<file path="src/rtl/multiply_dispatcher_if.sv">
// Bundles the operand stream, the Multiplier control/result wires and the
// product stream that the dispatcher sits between.
interface multiply_dispatcher_if #(
  parameter int unsigned N     = 4,
  parameter int unsigned DEPTH = 4
);
  localparam int unsigned CW = $clog2(DEPTH) + 1;

  // upstream operand stream
  logic             i_valid;
  logic             o_ready;
  logic [N-1:0]     i_multiplicand;
  logic [N-1:0]     i_multiplier;
  logic [CW-1:0]    o_count;

  // Multiplier side
  logic             o_start;
  logic [N-1:0]     o_multiplicand;
  logic [N-1:0]     o_multiplier;
  logic             i_finished;
  logic [2*N-1:0]   i_product;

  // downstream product stream
  logic             o_valid;
  logic             i_ready;
  logic [2*N-1:0]   o_product;

  // dispatcher side
  modport slave (
    input  i_valid, i_multiplicand, i_multiplier, i_finished, i_product, i_ready,
    output o_ready, o_count, o_start, o_multiplicand, o_multiplier, o_valid, o_product
  );

  // operand source / Multiplier / product sink side
  modport master (
    output i_valid, i_multiplicand, i_multiplier, i_finished, i_product, i_ready,
    input  o_ready, o_count, o_start, o_multiplicand, o_multiplier, o_valid, o_product
  );
endinterface

</file>
<file path="src/rtl/multiply_dispatcher.sv">
// Operand FIFO in front of a sequential Multiplier: issues one operand pair at a
// time with a start pulse and returns products in order on a valid/ready stream.
module multiply_dispatcher #(
  parameter int unsigned N     = 4,
  parameter int unsigned DEPTH = 4
) (
  input  logic                 i_clock,
  input  logic                 i_reset,
  multiply_dispatcher_if.slave bus
);
  localparam int unsigned AW = (DEPTH > 1) ? $clog2(DEPTH) : 1;
  localparam int unsigned CW = $clog2(DEPTH) + 1;
  localparam int unsigned EW = 2 * N;
  localparam int unsigned PW = 2 * N;

  localparam logic [1:0] S_IDLE  = 2'd0;
  localparam logic [1:0] S_START = 2'd1;
  localparam logic [1:0] S_WAIT  = 2'd2;
  localparam logic [1:0] S_HOLD  = 2'd3;

  logic [EW-1:0] mem [DEPTH];
  logic [AW-1:0] wr_ptr;
  logic [AW-1:0] rd_ptr;
  logic [CW-1:0] count_q;
  logic [CW-1:0] count_d;
  logic          ready_q;

  logic [1:0]    state_q;
  logic [1:0]    state_d;
  logic          start_q;
  logic          start_d;
  logic          valid_q;
  logic          valid_d;
  logic          pop;
  logic          load_product;
  logic [N-1:0]  mcand_q;
  logic [N-1:0]  mplier_q;
  logic [PW-1:0] product_q;

  logic          push;

  // ready reflects only the registered occupancy, so a pop never opens a full FIFO early
  assign push    = bus.i_valid & ready_q;
  assign count_d = count_q + CW'(push) - CW'(pop);

  always_ff @(posedge i_clock) begin
    if (push) begin
      mem[wr_ptr] <= {bus.i_multiplicand, bus.i_multiplier};
    end
  end

  always_ff @(posedge i_clock or negedge i_reset) begin
    if (!i_reset) begin
      wr_ptr  <= '0;
      rd_ptr  <= '0;
      count_q <= '0;
      ready_q <= 1'b1;
    end else begin
      if (push) begin
        wr_ptr <= wr_ptr + AW'(1);
      end
      if (pop) begin
        rd_ptr <= rd_ptr + AW'(1);
      end
      count_q <= count_d;
      ready_q <= (count_d < CW'(DEPTH));
    end
  end

  // next state and next registered outputs
  always_comb begin
    state_d      = state_q;
    pop          = 1'b0;
    load_product = 1'b0;
    case (state_q)
      S_IDLE: begin
        if (count_q != '0) begin
          pop     = 1'b1;
          state_d = S_START;
        end
      end
      S_START: begin
        state_d = S_WAIT;
      end
      S_WAIT: begin
        if (bus.i_finished) begin
          load_product = 1'b1;
          state_d      = S_HOLD;
        end
      end
      S_HOLD: begin
        if (bus.i_ready) begin
          state_d = S_IDLE;
        end
      end
      default: begin
        state_d = S_IDLE;
      end
    endcase
    start_d = (state_d == S_START);
    valid_d = (state_d == S_HOLD);
  end

  always_ff @(posedge i_clock or negedge i_reset) begin
    if (!i_reset) begin
      state_q   <= S_IDLE;
      start_q   <= 1'b0;
      valid_q   <= 1'b0;
      mcand_q   <= '0;
      mplier_q  <= '0;
      product_q <= '0;
    end else begin
      state_q <= state_d;
      start_q <= start_d;
      valid_q <= valid_d;
      // operands stay put from the pop until the next pop, covering START..HOLD
      if (pop) begin
        {mcand_q, mplier_q} <= mem[rd_ptr];
      end
      if (load_product) begin
        product_q <= bus.i_product;
      end
    end
  end

  assign bus.o_ready        = ready_q;
  assign bus.o_count        = count_q;
  assign bus.o_start        = start_q;
  assign bus.o_multiplicand = mcand_q;
  assign bus.o_multiplier   = mplier_q;
  assign bus.o_valid        = valid_q;
  assign bus.o_product      = product_q;
endmodule

</file>
<file path="src/flat_wrapper.sv">
// flat-port wrapper written by rule: the top's interface ports become plain ports
module multiply_dispatcher_flat 
#(
  parameter int unsigned N     = 4,
  parameter int unsigned DEPTH = 4
)
  (i_clock, i_reset, bus_i_valid, bus_i_multiplicand, bus_i_multiplier, bus_i_finished, bus_i_product, bus_i_ready, bus_o_ready, bus_o_count, bus_o_start, bus_o_multiplicand, bus_o_multiplier, bus_o_valid, bus_o_product);
  multiply_dispatcher_if #(.N(N), .DEPTH(DEPTH)) bus_i ();
  input  logic i_clock;
  input  logic i_reset;
  input wire logic [$bits(bus_i.i_valid)-1:0] bus_i_valid;
  input wire logic [$bits(bus_i.i_multiplicand)-1:0] bus_i_multiplicand;
  input wire logic [$bits(bus_i.i_multiplier)-1:0] bus_i_multiplier;
  input wire logic [$bits(bus_i.i_finished)-1:0] bus_i_finished;
  input wire logic [$bits(bus_i.i_product)-1:0] bus_i_product;
  input wire logic [$bits(bus_i.i_ready)-1:0] bus_i_ready;
  output wire logic [$bits(bus_i.o_ready)-1:0] bus_o_ready;
  output wire logic [$bits(bus_i.o_count)-1:0] bus_o_count;
  output wire logic [$bits(bus_i.o_start)-1:0] bus_o_start;
  output wire logic [$bits(bus_i.o_multiplicand)-1:0] bus_o_multiplicand;
  output wire logic [$bits(bus_i.o_multiplier)-1:0] bus_o_multiplier;
  output wire logic [$bits(bus_i.o_valid)-1:0] bus_o_valid;
  output wire logic [$bits(bus_i.o_product)-1:0] bus_o_product;
  assign bus_i.i_valid = bus_i_valid;
  assign bus_i.i_multiplicand = bus_i_multiplicand;
  assign bus_i.i_multiplier = bus_i_multiplier;
  assign bus_i.i_finished = bus_i_finished;
  assign bus_i.i_product = bus_i_product;
  assign bus_i.i_ready = bus_i_ready;
  assign bus_o_ready = bus_i.o_ready;
  assign bus_o_count = bus_i.o_count;
  assign bus_o_start = bus_i.o_start;
  assign bus_o_multiplicand = bus_i.o_multiplicand;
  assign bus_o_multiplier = bus_i.o_multiplier;
  assign bus_o_valid = bus_i.o_valid;
  assign bus_o_product = bus_i.o_product;
  multiply_dispatcher #(.N(N), .DEPTH(DEPTH)) u_core (.i_clock(i_clock), .i_reset(i_reset), .bus(bus_i));
endmodule
</file>
<file path="config.mk">
export PLATFORM = sky130hd
export DESIGN_NAME = multiply_dispatcher_flat
export DESIGN_NICKNAME = d
export VERILOG_FILES = /design/src/rtl/multiply_dispatcher_if.sv /design/src/rtl/multiply_dispatcher.sv /design/src/flat_wrapper.sv
export SDC_FILE = /design/constraint.sdc
export NUM_CORES = 1
export LEC_CHECK = 0
export ABC_AREA = 1
export BUFFER_PORTS_ARGS = -buffer_cell sky130_fd_sc_hd__clkbuf_2
export CAP_MARGIN = 15
export CORE_AREA = 2 2 92 59
export DETAILED_ROUTE_END_ITERATION = 8
export DIE_AREA = 0 0 94 61
export PLACE_DENSITY = 0.77
export RECOVER_POWER = 25
export SYNTH_ARGS = -nofsm -noshare
export SYNTH_HDL_FRONTEND = slang
export SYNTH_SLANG_ARGS = --single-unit
</file>
<file path="constraint.sdc">
create_clock -name i_clock -period 2.3 [get_ports i_clock]
set_clock_uncertainty 0.2 [all_clocks]
set_input_delay 0.46 -clock i_clock [delete_from_list [all_inputs] [get_ports i_clock]]
set_output_delay 0.46 -clock i_clock [all_outputs]
set_load 0.02 [all_outputs]
</file>
=== Yosys cells after proc, flatten, opt, wreduce, memory -nomap -nowiden ===
Memory sizes are Yosys's and may differ from the RTL's. A register that Yosys moved wholly into a read port is not among the register bits.
Index checks and enable logic that the tools add are counted.

* $add $sub $neg: 4
* Order comparisons: 1
* Eq/ne operators: 5
* Muxes and demuxes: 10
* Bitwise gates (word level): 1
* Reduce and logical (&&, ||, !) cells: 3

{| class="wikitable"
|+ Operators by type and width
! cell !! count
|-
| case mux 2 bit (4 select lines) || 1
|-
| equality test 2 bit (second input constant) || 3
|-
| 2-to-1 mux 1 bit || 6
|-
| 2-to-1 mux 2 bit || 3
|-
| adder 2 x 1 -> 2 bit (second input constant) || 2
|-
| equality test 2 x 1 -> 1 bit (second input constant) || 2
|-
| adder 3 x 1 -> 3 bit || 1
|-
| < comparator 3 bit (second input constant) || 1
|-
| nonzero test 3 bit || 1
|-
| subtractor 3 x 1 -> 3 bit || 1
|-
| logical NOT 2 bit || 1
|-
| AND 1 bit || 1
|-
| logical NOT 1 bit || 1
|}

* Register bits after elaboration: 20
* Bits in writable memories: 32
* Bits of input ports: 21
* Output and inout port bits: 22
* Logic and storage cells: 33
* Memories: 1

{| class="wikitable"
|+ Memories
! name !! words !! bits a word !! rd ports !! clocked after Yosys merged registers in !! wr ports !! line !! source
|-
| u_core.mem || 4 || 8 || 1 || 1 || 1 || multiply_dispatcher.sv:21 || <nowiki>logic [EW-1:0] mem [DEPTH];</nowiki>
|}

=== Depth between registers and ports, before layout ===
Gate-level depths: netlist of run 1.

* Depth after elaboration: 5
* Gate-level depth with buffers: 10

=== Worst setup path after synthesis of run 1 ===
No wires, ideal clock.

* Path kind: register to register
* Start point: register u_core.count_q[1] (netlist: u_core.bus.o_count[1])
* End point: register u_core.count_q[2] (netlist: u_core.bus.o_count[2])
* Library setup time: 0.134 ns
* Data arrival time: 1.876 ns
* Required time: 1.966 ns
* Setup slack: 0.089 ns
* Cell stages (with the launch flop): 11
* Clock period less this slack: 2.211 ns
* Cells stage by stage: dfrtp_1 -> nor2_1 -> nand2_1 -> nand2_4 -> inv_4 -> ha_1 -> inv_1 -> ha_1 -> inv_1 -> fa_1 -> xor2_1

* Longest elaborated chain between the ends: 4
* Elaborated cells on any way between the ends: 5
* Those cells by class: add/sub: 2; mux: 2; reduce/logical: 1

{| class="wikitable"
|+ Ends and longest elaborated chain
! item !! line !! source
|-
| start, declared || multiply_dispatcher.sv:24 || <nowiki>logic [CW-1:0] count_q;</nowiki>
|-
| start signal, assigned || multiply_dispatcher.sv:65 || <nowiki>count_q <= count_d;</nowiki>
|-
| nonzero test 3 bit || multiply_dispatcher.sv:77 || <nowiki>if (count_q != '0) begin</nowiki>
|-
| 2-to-1 mux 1 bit || multiply_dispatcher.sv:77 ||
|-
| 2-to-1 mux 1 bit || multiply_dispatcher.sv:75 || <nowiki>case (state_q)</nowiki>
|-
| net u_core.pop || multiply_dispatcher.sv:34 || <nowiki>logic pop;</nowiki>
|-
| subtractor 3 x 1 -> 3 bit || multiply_dispatcher.sv:44 || <nowiki>assign count_d = count_q + CW'(push) - CW'(pop);</nowiki>
|-
| net u_core.count_d[2] || multiply_dispatcher.sv:25 || <nowiki>logic [CW-1:0] count_d;</nowiki>
|}

The timed path passes the listed nets, and every way through them passes these cells.
A chain may end at the register's enable or synchronous reset.

=== Worst setup path in the final report of run 1 ===
* Start point: register u_core.count_q[2] (netlist: u_core.bus.o_count[2])
* End point: register u_core.count_q[2] (netlist: u_core.bus.o_count[2])

The elaborated chain is that of the path after synthesis.

==> flow_summary_export.csv, run 1 <==
group,metric,value,unit
outcome,outcome,"finished, final reports clean",
place,dp_slack,0.1792,ns
setup_path,crit_path_end_kind,"register",
timing,fin_ws,0.2029,ns
synth,yosysSeqAreaShare,63.65,%
pwr,p_sw,1581,uW
place,dpl_cell_area,0.002902,sq mm
final_layout,diodes,0,
die,rows,20,
timing,setup_viol,0,
timing,slew_headroom,47.63,%
synth,syn-num-nets,278,
pwr,p_sw_share,36.38,%
die,core_area,0.004880,sq mm
timing,period_needed,2.097,ns
synth,ys_ff_latch,60,
routing,drt_iter0_drc,147,
setup_path,rrSetupSlack,0.20,ns
cts,clock_latency,0.33,ns
cts,cts_buffer_depth,2,
die,io_pins,43,
flow_run,maxCapViolCount,0,
timing,worst_pin_slew,0.7833,ns
timing,whs,0.1289,ns
routing,drc,0,
die,fp.dieArea,0.005734,sq mm
cts,cts_hold_buf,1,
final_layout,final_util,64.51,%
setup_path,startpoint,"u_core.bus.o_count[2]$_DFF_PN0_",
cts,post_cts_buffers,0,
routing,finalWirelength,4509,microns
setup_path,reg2reg_to,"u_core.bus.o_count[2]$_DFF_PN0_",
global_route,antenna_found_initial,0,
routing,ant_nets,0,
global_route,grt_usage,18.01,%
hold_path,hold_start,"bus_i_ready",
pwr,clkPwrFrac,26.5,%
hold_path,worst_hold_path_type,"primary input to register",
die,fp.dieW,94,microns
final_layout,final-seq-area,0.001663,sq mm
cts,htreeDepth,3,
setup_path,reg2reg_from,"u_core.bus.o_count[2]$_DFF_PN0_",
global_route,grt_pass1_wl,7314,microns
final_layout,final.fill_count,394,
cts,cts_tree,"built",
final_layout,multi_input_area,665.6,sq um
setup_path,required,2.30,ns
timing,rsz0062_at_grt,"no",
routing,vias,1717,
routing,viasPerCell,4.566,
place,place.gp.congestion,0.7664,
pwr,leakagePower,0.001601,uW
cts,cts_buffers,9,
routing,wl_per_cell,11.99,microns
cts,cts-root-buf,"clkbuf_8",
setup_path,cp-endpoint,"u_core.bus.o_count[2]$_DFF_PN0_",
synth,ys_types,23,
synth,synth.cell_area,0.002613,sq mm
final_layout,post-route-cell-area,0.003148,sq mm
pwr,ir_worst_vdd,0.0007924,V
timing,finalCritPeriodShare,91.18,%
routing,dr.pass1.iters,4,
pwr,power_frac_comb,34.3,%
global_route,first_global_vias,1565,
pwr,p_int,2766,uW
timing,fin_tns_setup,0,ns
setup_path,cp_max_fo,3,
synth,synthCells,250,
place,dpl.hpwl,3063,microns
timing,drv_slew,0,
setup_path,path_class,"register to register",
synth,yosys_warnings,0,
setup_path,arrival,2.10,ns
final_layout,drive_above_1_share,22.58,%
cts,clock-sinks,60,
cts,clkSlewWorstSetupHoldPaths,0.07,ns
pwr,power_density,1381,mW/mm^2
setup_path,startpoint_type,"register",
global_route,grt_start_max_net_pins,29,
cts,cts-resized-gates,0,
setup_path,r2r.worst_path.cells,10,
final_layout,syn_to_final_growth,20.50,%
pwr,power_frac_seq,39.2,%
timing,hold_viol_final,0,
final_layout,final_nets,333,
place,port_buffers,42,
die,initial_core_util,53.54,%
timing,timing.fmax,476.8,MHz
die,die_h,61,microns
global_route,grt-ovfl-total,0,
synth,avgSynthCellArea,10.45,sq um
==> critical path, stage by stage, from the launching register on <==
cell     delay, ns
dfrtp_1       0.40
nor2_1        0.09
nand2_1       0.09
nand2_4       0.08
inv_4         0.03
ha_1          0.26
inv_1         0.05
ha_1          0.13
inv_1         0.05
fa_1          0.41
xor2_1        0.18
==> layer usage <==
layer  GRT usage [%]  vias up  part of all wire [%]
li1                -      872                     -
met1           23.04      807                    47
met2           27.86       33                    46
met3           6.584        5                   5.1
met4           8.903        0                   1.4
met5               0        -                     0
==> cells in the mapped netlist, drive strengths merged <==
| library cell | count | share of area (%) |
|---|---|---|
| o21ai | 12 | 3.6 |
| nor2 | 6 | 0.96 |
| edfxtp | 32 | 37 |
| xor2 | 4 | 1.3 |
| nand3 | 17 | 3.3 |
| fa | 1 | 0.77 |
| ha | 6 | 2.9 |
| nand3b | 1 | 0.77 |
| dfrtp | 27 | 26 |
| buf | 5 | 1.6 |
| or2 | 1 | 0.24 |
| inv | 56 | 8.2 |
| clkbuf | 1 | 0.53 |
| nand2 | 78 | 11 |
| dfstp | 1 | 1.0 |
| xnor2 | 2 | 0.67 |
==> per-stage QoR <==
| stage | cells | total power [uW] |
|---|---|---|
| 6_report | 376 | 4347 |
| 5_1_grt | 376 | 4672 |
| 4_1_cts | 376 | 4416 |
| 3_5_place_dp | 359 | 3239 |
| 3_3_place_gp | 359 | 3195 |
| 2_1_floorplan | 250 | 2812 |
==> kinds of logic (layout without fill, tap and decap cells) <==
family	Yosys count	after routing	synth area share, %
xor gates and xnor gates	6	6	2.011
and+or+nand+nor	103	103	16.71
AOI/OAI and AO/OA	12	12	3.592
adders and majority gates	7	7	3.640
DFF	60	60	63.65
buffers and inverters	62	122	10.39
==> cells in the final DEF, fill, tap and decap left out, drive strengths merged <==
cell type	instances
nand2	78
clkbuf	57
inv	56
edfxtp	32
dfrtp	27
nand3	17
o21ai	12
buf	7
ha	6
nor2	6
xor2	4
xnor2	2
nand3b	1
or2	1
fa	1
bufinv	1
dlygate4sd3	1
dfstp	1
==> cell type report <==
| cell class | count | share of cell area, % |
|---|---|---|
| Sequential cell | 60 | 52.82 |
| Multi-Input combinational cell | 128 | 21.14 |
| Timing Repair Buffer | 50 | 8.347 |
| Clock buffer | 15 | 7.273 |
| Inverter | 56 | 6.836 |
| Tap cell | 66 | 2.623 |
| Clock inverter | 1 | 0.9539 |
==> power groups by stage <==
stage / Combinational (uW) / Sequential, uW / Clock [uW]
2_1_floorplan: 939 / 1870 / 0
3_3_place_gp: 1480 / 1720 / 0
3_5_place_dp: 1510 / 1730 / 0
4_1_cts: 1530 / 1710 / 1170
5_1_grt: 1710 / 1740 / 1230
6_report: 1490 / 1700 / 1150
==> state kept, by name (all words and copies together) (netlist names) <==
name	flops
u_core.bus.o_count	3
u_core.bus.o_multiplicand	4
u_core.bus.o_multiplier	4
u_core.bus.o_product	8
u_core.bus.o_ready	1
u_core.bus.o_start	1
u_core.bus.o_valid	1
u_core.mem	32
u_core.rd_ptr	2
u_core.state_q	2
u_core.wr_ptr	2
==> worst min-delay path by stage <==
stage | endpoint | slack, ns | cells after the start
floorplan | u_core.bus.o_count[0]$_DFF_PN0_ | -0.04 | 0
finish | u_core.bus.o_valid$_DFF_PN0_ | 0.13 | 2
global route | u_core.bus.o_valid$_DFF_PN0_ | 0.13 | 2
detailed placement | u_core.bus.o_multiplicand[3]$_DFFE_PN0P_ | 0.27 | 2
CTS | u_core.bus.o_valid$_DFF_PN0_ | 0.11 | 2
global placement | u_core.bus.o_product[5]$_DFFE_PN0P_ | 0.26 | 2
No activity file was read; power rests on OpenSTA's default activity.
==> run 2: changes to the inputs <==
BUFFER_PORTS_ARGS = not set   (was -buffer_cell sky130_fd_sc_hd__clkbuf_2)
CORE_AREA = 2 2 89 57   (was 2 2 92 59)
DIE_AREA = 0 0 91 59   (was 0 0 94 61)
DONT_BUFFER_PORTS = 1   (was not set)
PLACE_DENSITY = 0.73   (was 0.77)
==> flow_summary_export.csv, run 2 (same netlist as run 1, synthesis figures left out) <==
group,metric,value,unit
outcome,outcome,"finished, final reports clean",
timing,timing.fmax,476.7,MHz
flow_run,maxCapViolCount,0,
cts,clock_latency,0.33,ns
pwr,p_int,2391,uW
cts,clock-sinks,60,
timing,period_needed,2.098,ns
routing,wl_per_cell,13.70,microns
final_layout,diodes,0,
global_route,grt_start_max_net_pins,29,
routing,ant_nets,0,
routing,viasPerCell,4.666,
die,die_h,59,microns
setup_path,path_class,"register to register",
hold_path,worstHoldPathCells,0,
global_route,first_global_vias,1635,
setup_path,startpoint,"u_core.bus.o_count[1]$_DFF_PN0_",
setup_path,cp_max_fo,10,
place,place_inst,317,
setup_path,crit_slowest_cell,"fa_2",
timing,hold_viol_final,0,
die,io_pins,43,
timing,drv_slew,0,
routing,vias,1577,
pwr,clkPwrFrac,20.6,%
setup_path,rrSetupSlack,0.20,ns
setup_path,path_buf_inv,4,
die,core_area,0.004469,sq mm
setup_path,arrival,2.12,ns
setup_path,reg2reg_from,"u_core.bus.o_count[1]$_DFF_PN0_",
cts,htreeDepth,3,
final_layout,final_nets,298,
cts,cts_tree,"built",
pwr,power_frac_seq,48.7,%
pwr,power_frac_comb,30.7,%
final_layout,final_cells,338,
final_layout,syn_to_final_growth,12.45,%
pwr,ir_worst_vdd,0.0008824,V
final_layout,layout_commonest_cell,"nand2_1",
routing,dr.pass1.iters,4,
global_route,antenna_found_initial,0,
final_layout,final.fill_count,395,
setup_path,max_stage_delay,0.51,ns
setup_path,crit_path_end_kind,"register",
place,place.gp.congestion,0.7770,
final_layout,largest_register_ffs,32,
timing,worst_pin_slew,1.248,ns
hold_path,hold_start,"bus_i_multiplier[0]",
timing,whs,0.02389,ns
pwr,power_density,1332,mW/mm^2
die,fp.dieW,91,microns
hold_path,worst_hold_path_type,"primary input to register",
setup_path,cp_cell_sequence,"nor2_1 > nand2_1 > nand2_4 > inv_4 > ha_1 > inv_1 > ha_1 > inv_1 > fa_2 > inv_1",
place,dpl.hpwl,3204,microns
setup_path,required,2.32,ns
die,rows,19,
setup_path,reg2reg_to,"u_core.bus.o_count[1]$_DFF_PN0_",
cts,cts-root-buf,"clkbuf_8",
pwr,p_sw_share,38.91,%
place,dp_slack,0.1458,ns
final_layout,post-route-cell-area,0.002938,sq mm
setup_path,cp_top_family,"adder cells",
pwr,leakagePower,0.001456,uW
routing,finalWirelength,4630,microns
setup_path,startpoint_type,"register",
place,dpl_cell_area,0.002710,sq mm
cts,cts_buffer_depth,2,
place,port_buffers,0,
pwr,p_sw,1523,uW
timing,setup_viol,0,
timing,finalCritPeriodShare,91.21,%
global_route,grt_usage,20.09,%
final_layout,drive_above_1_share,14.18,%
timing,slew_headroom,16.82,%
hold_path,hold-path-endpoint,"u_core.mem[1][0]$_DFFE_PP_",
die,fp.dieArea,0.005369,sq mm
setup_path,r2r.worst_path.cells,10,
timing,fin_tns_setup,0,ns
cts,cts_buffers,9,
die,initial_core_util,58.45,%
final_layout,regMostFlops,"u_core.mem",
global_route,grt-ovfl-total,0,
setup_path,cpMostUsedCell,"inv_1",
cts,post_cts_buffers,0,
timing,fin_ws,0.2022,ns
final_layout,layout_common_cells,"nand2_1, inv_1, edfxtp_1",
timing,rsz0062_at_grt,"no",
routing,drc,0,
global_route,grt_pass1_wl,7810,microns
routing,drt_iter0_drc,64,
cts,clkSlewWorstSetupHoldPaths,0.06,ns
==> run 2: cell count changes in the layout (fill, tap and decap cells not counted), moves of 2 or more <==
cell and change:
dlygate4sd3_1 +3, clkbuf_8 -2, buf_4 +3, clkbuf_2 -34
clkinv_2 +2, clkbuf_16 -2, clkbuf_1 -5
==> run 2: area by class of cell <==
type / count / area, sq um / share of cell area [%]
multi-input combinational: 128 / 680.7 / 23.17
inverter: 56 / 215.2 / 7.325
sequential: 60 / 1663 / 56.60
clock buffer: 14 / 162.7 / 5.537
tap: 63 / 78.83 / 2.683
clock inverter: 2 / 10.01 / 0.3407
timing repair buffer: 15 / 127.6 / 4.344
==> run 2: worst max-delay path by stage <==
stage	to	slack, ns	cells past startpoint
floorplan	u_core.bus.o_count[2]$_DFF_PN0_	0.09	10
global route	u_core.bus.o_count[2]$_DFF_PN0_	0.03	10
detailed placement	u_core.bus.o_count[2]$_DFF_PN0_	0.15	9
finish	u_core.bus.o_count[1]$_DFF_PN0_	0.20	10
global placement	u_core.bus.o_count[2]$_DFF_PN0_	0.21	10
CTS	u_core.bus.o_count[2]$_DFF_PN0_	0.14	9
==> run 2: worst register-to-register path, delay by kind of cell (launching register included) <==
family	cells	cell delay [ns]
adder cells (fa/ha/maj)	3	0.91
AND/OR/NAND/NOR	3	0.30
buffers and inverters	4	0.20
flip-flops	1	0.38
==> run 2: per-stage QoR <==
stage | power, uW | utilization [%]
final | 3913 | 65.73
after global routing | 4222 | 65.73
after CTS | 3951 | 65.40
after detailed placement | 3121 | 60.64
after global placement | 3056 | 60.64
after floorplan | 2812 | -
==> run 2: routing by layer <==
layer	track usage (%)	share of wire (%)	vias to the layer above
li1	-	-	801
met3	8.779	6.0	9
met1	24.96	44	733
met4	7.576	1.4	0
met2	31.96	48	34
met5	0	0	-
==> run 2: power groups by stage <==
| stage | clock network, uW | registers, uW | logic (uW) |
|---|---|---|---|
| 3_3_place_gp | 0 | 1920 | 1140 |
| 5_1_grt | 873 | 1950 | 1400 |
| 4_1_cts | 824 | 1910 | 1220 |
| 2_1_floorplan | 0 | 1870 | 939 |
| 6_report | 806 | 1910 | 1200 |
| 3_5_place_dp | 0 | 1930 | 1190 |
==> run 2: repair_timing <==
item | 4_1_cts | 5_1_grt
endpoints found under the setup margin | 0 | 2
hold buffers | 3 | 2
gates resized for setup | 0 | 1
endpoints found under the hold margin | 29 | 8
==> run 3: changes to the inputs <==
clock period = 2.71 ns   (was 2.3 ns; I/O delays follow)
==> flow_summary_export.csv, run 3 (same netlist as run 1, synthesis figures left out) <==
group,metric,value,unit
outcome,outcome,"finished, final reports clean",
timing,setup_viol,0,
pwr,total_power,3391,uW
flow_run,maxCapViolCount,0,
die,initial_core_util,58.45,%
setup_path,max_stage_delay,0.47,ns
cts,cts_tree,"built",
global_route,grt-ovfl-total,0,
die,fp.dieW,91,microns
final_layout,syn_to_final_growth,10.97,%
pwr,power_density,1170,mW/mm^2
cts,cts_buffers,9,
routing,drc,0,
cts,cts_buffer_depth,2,
place,port_buffers,0,
routing,vias,1560,
place,place_inst,312,
pwr,ir_worst_vdd,0.0006342,V
setup_path,path_class,"register to register",
cts,clock-sinks,60,
setup_path,cp_max_fo,13,
setup_path,cp_top_family,"adder cells",
global_route,grt_pass1_wl,7162,microns
final_layout,largest_register_ffs,32,
final_layout,layout_commonest_cell,"nand2_1",
timing,timing.fmax,424.4,MHz
die,core_area,0.004469,sq mm
cts,cts-resized-gates,0,
final_layout,regMostFlops,"u_core.mem",
routing,ant_nets,0,
final_layout,final_cells,329,
pwr,leakagePower,0.001427,uW
timing,slew_headroom,0.7782,%
setup_path,path_buf_inv,3,
timing,period_needed,2.356,ns
hold_path,worst_hold_path_type,"primary input to register",
place,dpl_cell_area,0.002673,sq mm
timing,rsz0062_at_grt,"no",
timing,fin_tns_setup,0,ns
final_layout,final_util,64.87,%
timing,drv_slew,0,
timing,hold_viol_final,0,
routing,dr.pass1.iters,4,
routing,wl_per_cell,13.54,microns
final_layout,post-route-cell-area,0.002899,sq mm
setup_path,arrival,2.36,ns
die,fp.dieArea,0.005369,sq mm
place,place.gp.congestion,0.7938,
setup_path,startpoint_type,"register",
timing,finalCritPeriodShare,86.95,%
final_layout,final_nets,290,
global_route,first_global_vias,1434,
setup_path,required,2.71,ns
setup_path,crit_path_end_kind,"register",
timing,worst_pin_slew,1.488,ns
final_layout,layout_common_cells,"nand2_1, inv_1, edfxtp_1",
die,io_pins,43,
setup_path,cp_cell_sequence,"nor2_1 > nand2_1 > nand2_4 > inv_4 > ha_1 > inv_1 > ha_1 > inv_1 > fa_1 > xor2_1",
global_route,grt_start_max_net_pins,29,
global_route,antenna_found_initial,0,
final_layout,drive_above_1_share,12.78,%
die,rows,19,
routing,drt_iter0_drc,79,
cts,clkSlewWorstSetupHoldPaths,0.06,ns
final_layout,diodes,0,
place,dpl.hpwl,3078,microns
die,die_h,59,microns
cts,htreeDepth,3,
setup_path,crit_slowest_cell,"dfrtp_1",
cts,clock_latency,0.33,ns
cts,cts-root-buf,"clkbuf_8",
routing,finalWirelength,4456,microns
routing,viasPerCell,4.742,
global_route,grt_usage,18.85,%
==> run 3: stage by stage <==
step	worst slack (ns)	hold slack [ns]
CTS	0.3365	0.08261
global route	0.1757	0.06746
finish	0.3535	0.1024
detailed placement	0.3510	0.04688
global placement	0.3881	0.04694
floorplan	0.4992	0.04641
==> run 3: layer usage <==
| metal | GRT usage (%) | part of all wire (%) | up-vias |
|---|---|---|---|
| met5 | 0 | 0 | - |
| met4 | 7.576 | 0.88 | 0 |
| met3 | 10.05 | 11 | 4 |
| met2 | 26.98 | 45 | 71 |
| met1 | 24.46 | 43 | 702 |
| li1 | - | - | 783 |
==> run 3: what timing repair did <==
item                                   CTS  global route
hold buffers                             2             0
setup endpoints to repair                0             0
setup buffers                            0             0
endpoints found under the hold margin   28             0
==> run 3: final cells by class <==
type                       instances  area (sq um)
inverter                          56         215.2
sequential                        60          1663
clock inverter                     1         30.03
timing repair buffer               7         51.30
tap                               63         78.83
clock buffer                      14         182.7
multi-input combinational        128         678.2
fill                             380          1570
==> run 3: worst paths after layout <==
| path | cells after the start | start | slack, ns | endpoint |
|---|---|---|---|---|
| setup / recovery | 10 | u_core.bus.o_count[2]$_DFF_PN0_ | 0.35 | u_core.bus.o_count[2]$_DFF_PN0_ |
| hold / removal | 0 | bus_i_multiplier[3] | 0.10 | u_core.mem[0][3]$_DFFE_PP_ |
| setup reg to reg | 10 | u_core.bus.o_count[2]$_DFF_PN0_ | 0.35 | u_core.bus.o_count[2]$_DFF_PN0_ |
| hold reg to reg | 2 | u_core.state_q[0]$_DFF_PN0_ | 0.40 | u_core.state_q[1]$_DFF_PN0_ |
| max in group asynchronous | 2 | i_reset | 0.51 | u_core.bus.o_count[0]$_DFF_PN0_ |
| min in group asynchronous | 2 | i_reset | 0.93 | u_core.bus.o_multiplicand[0]$_DFFE_PN0P_ |
==> run 3: power by group <==
part           internal (uW)  total [uW]  switching, uW  leakage [uW]
Clock                    520         835            315      0.000109
Sequential              1250        1670            414      0.000632
Combinational            342         889            547      0.000686
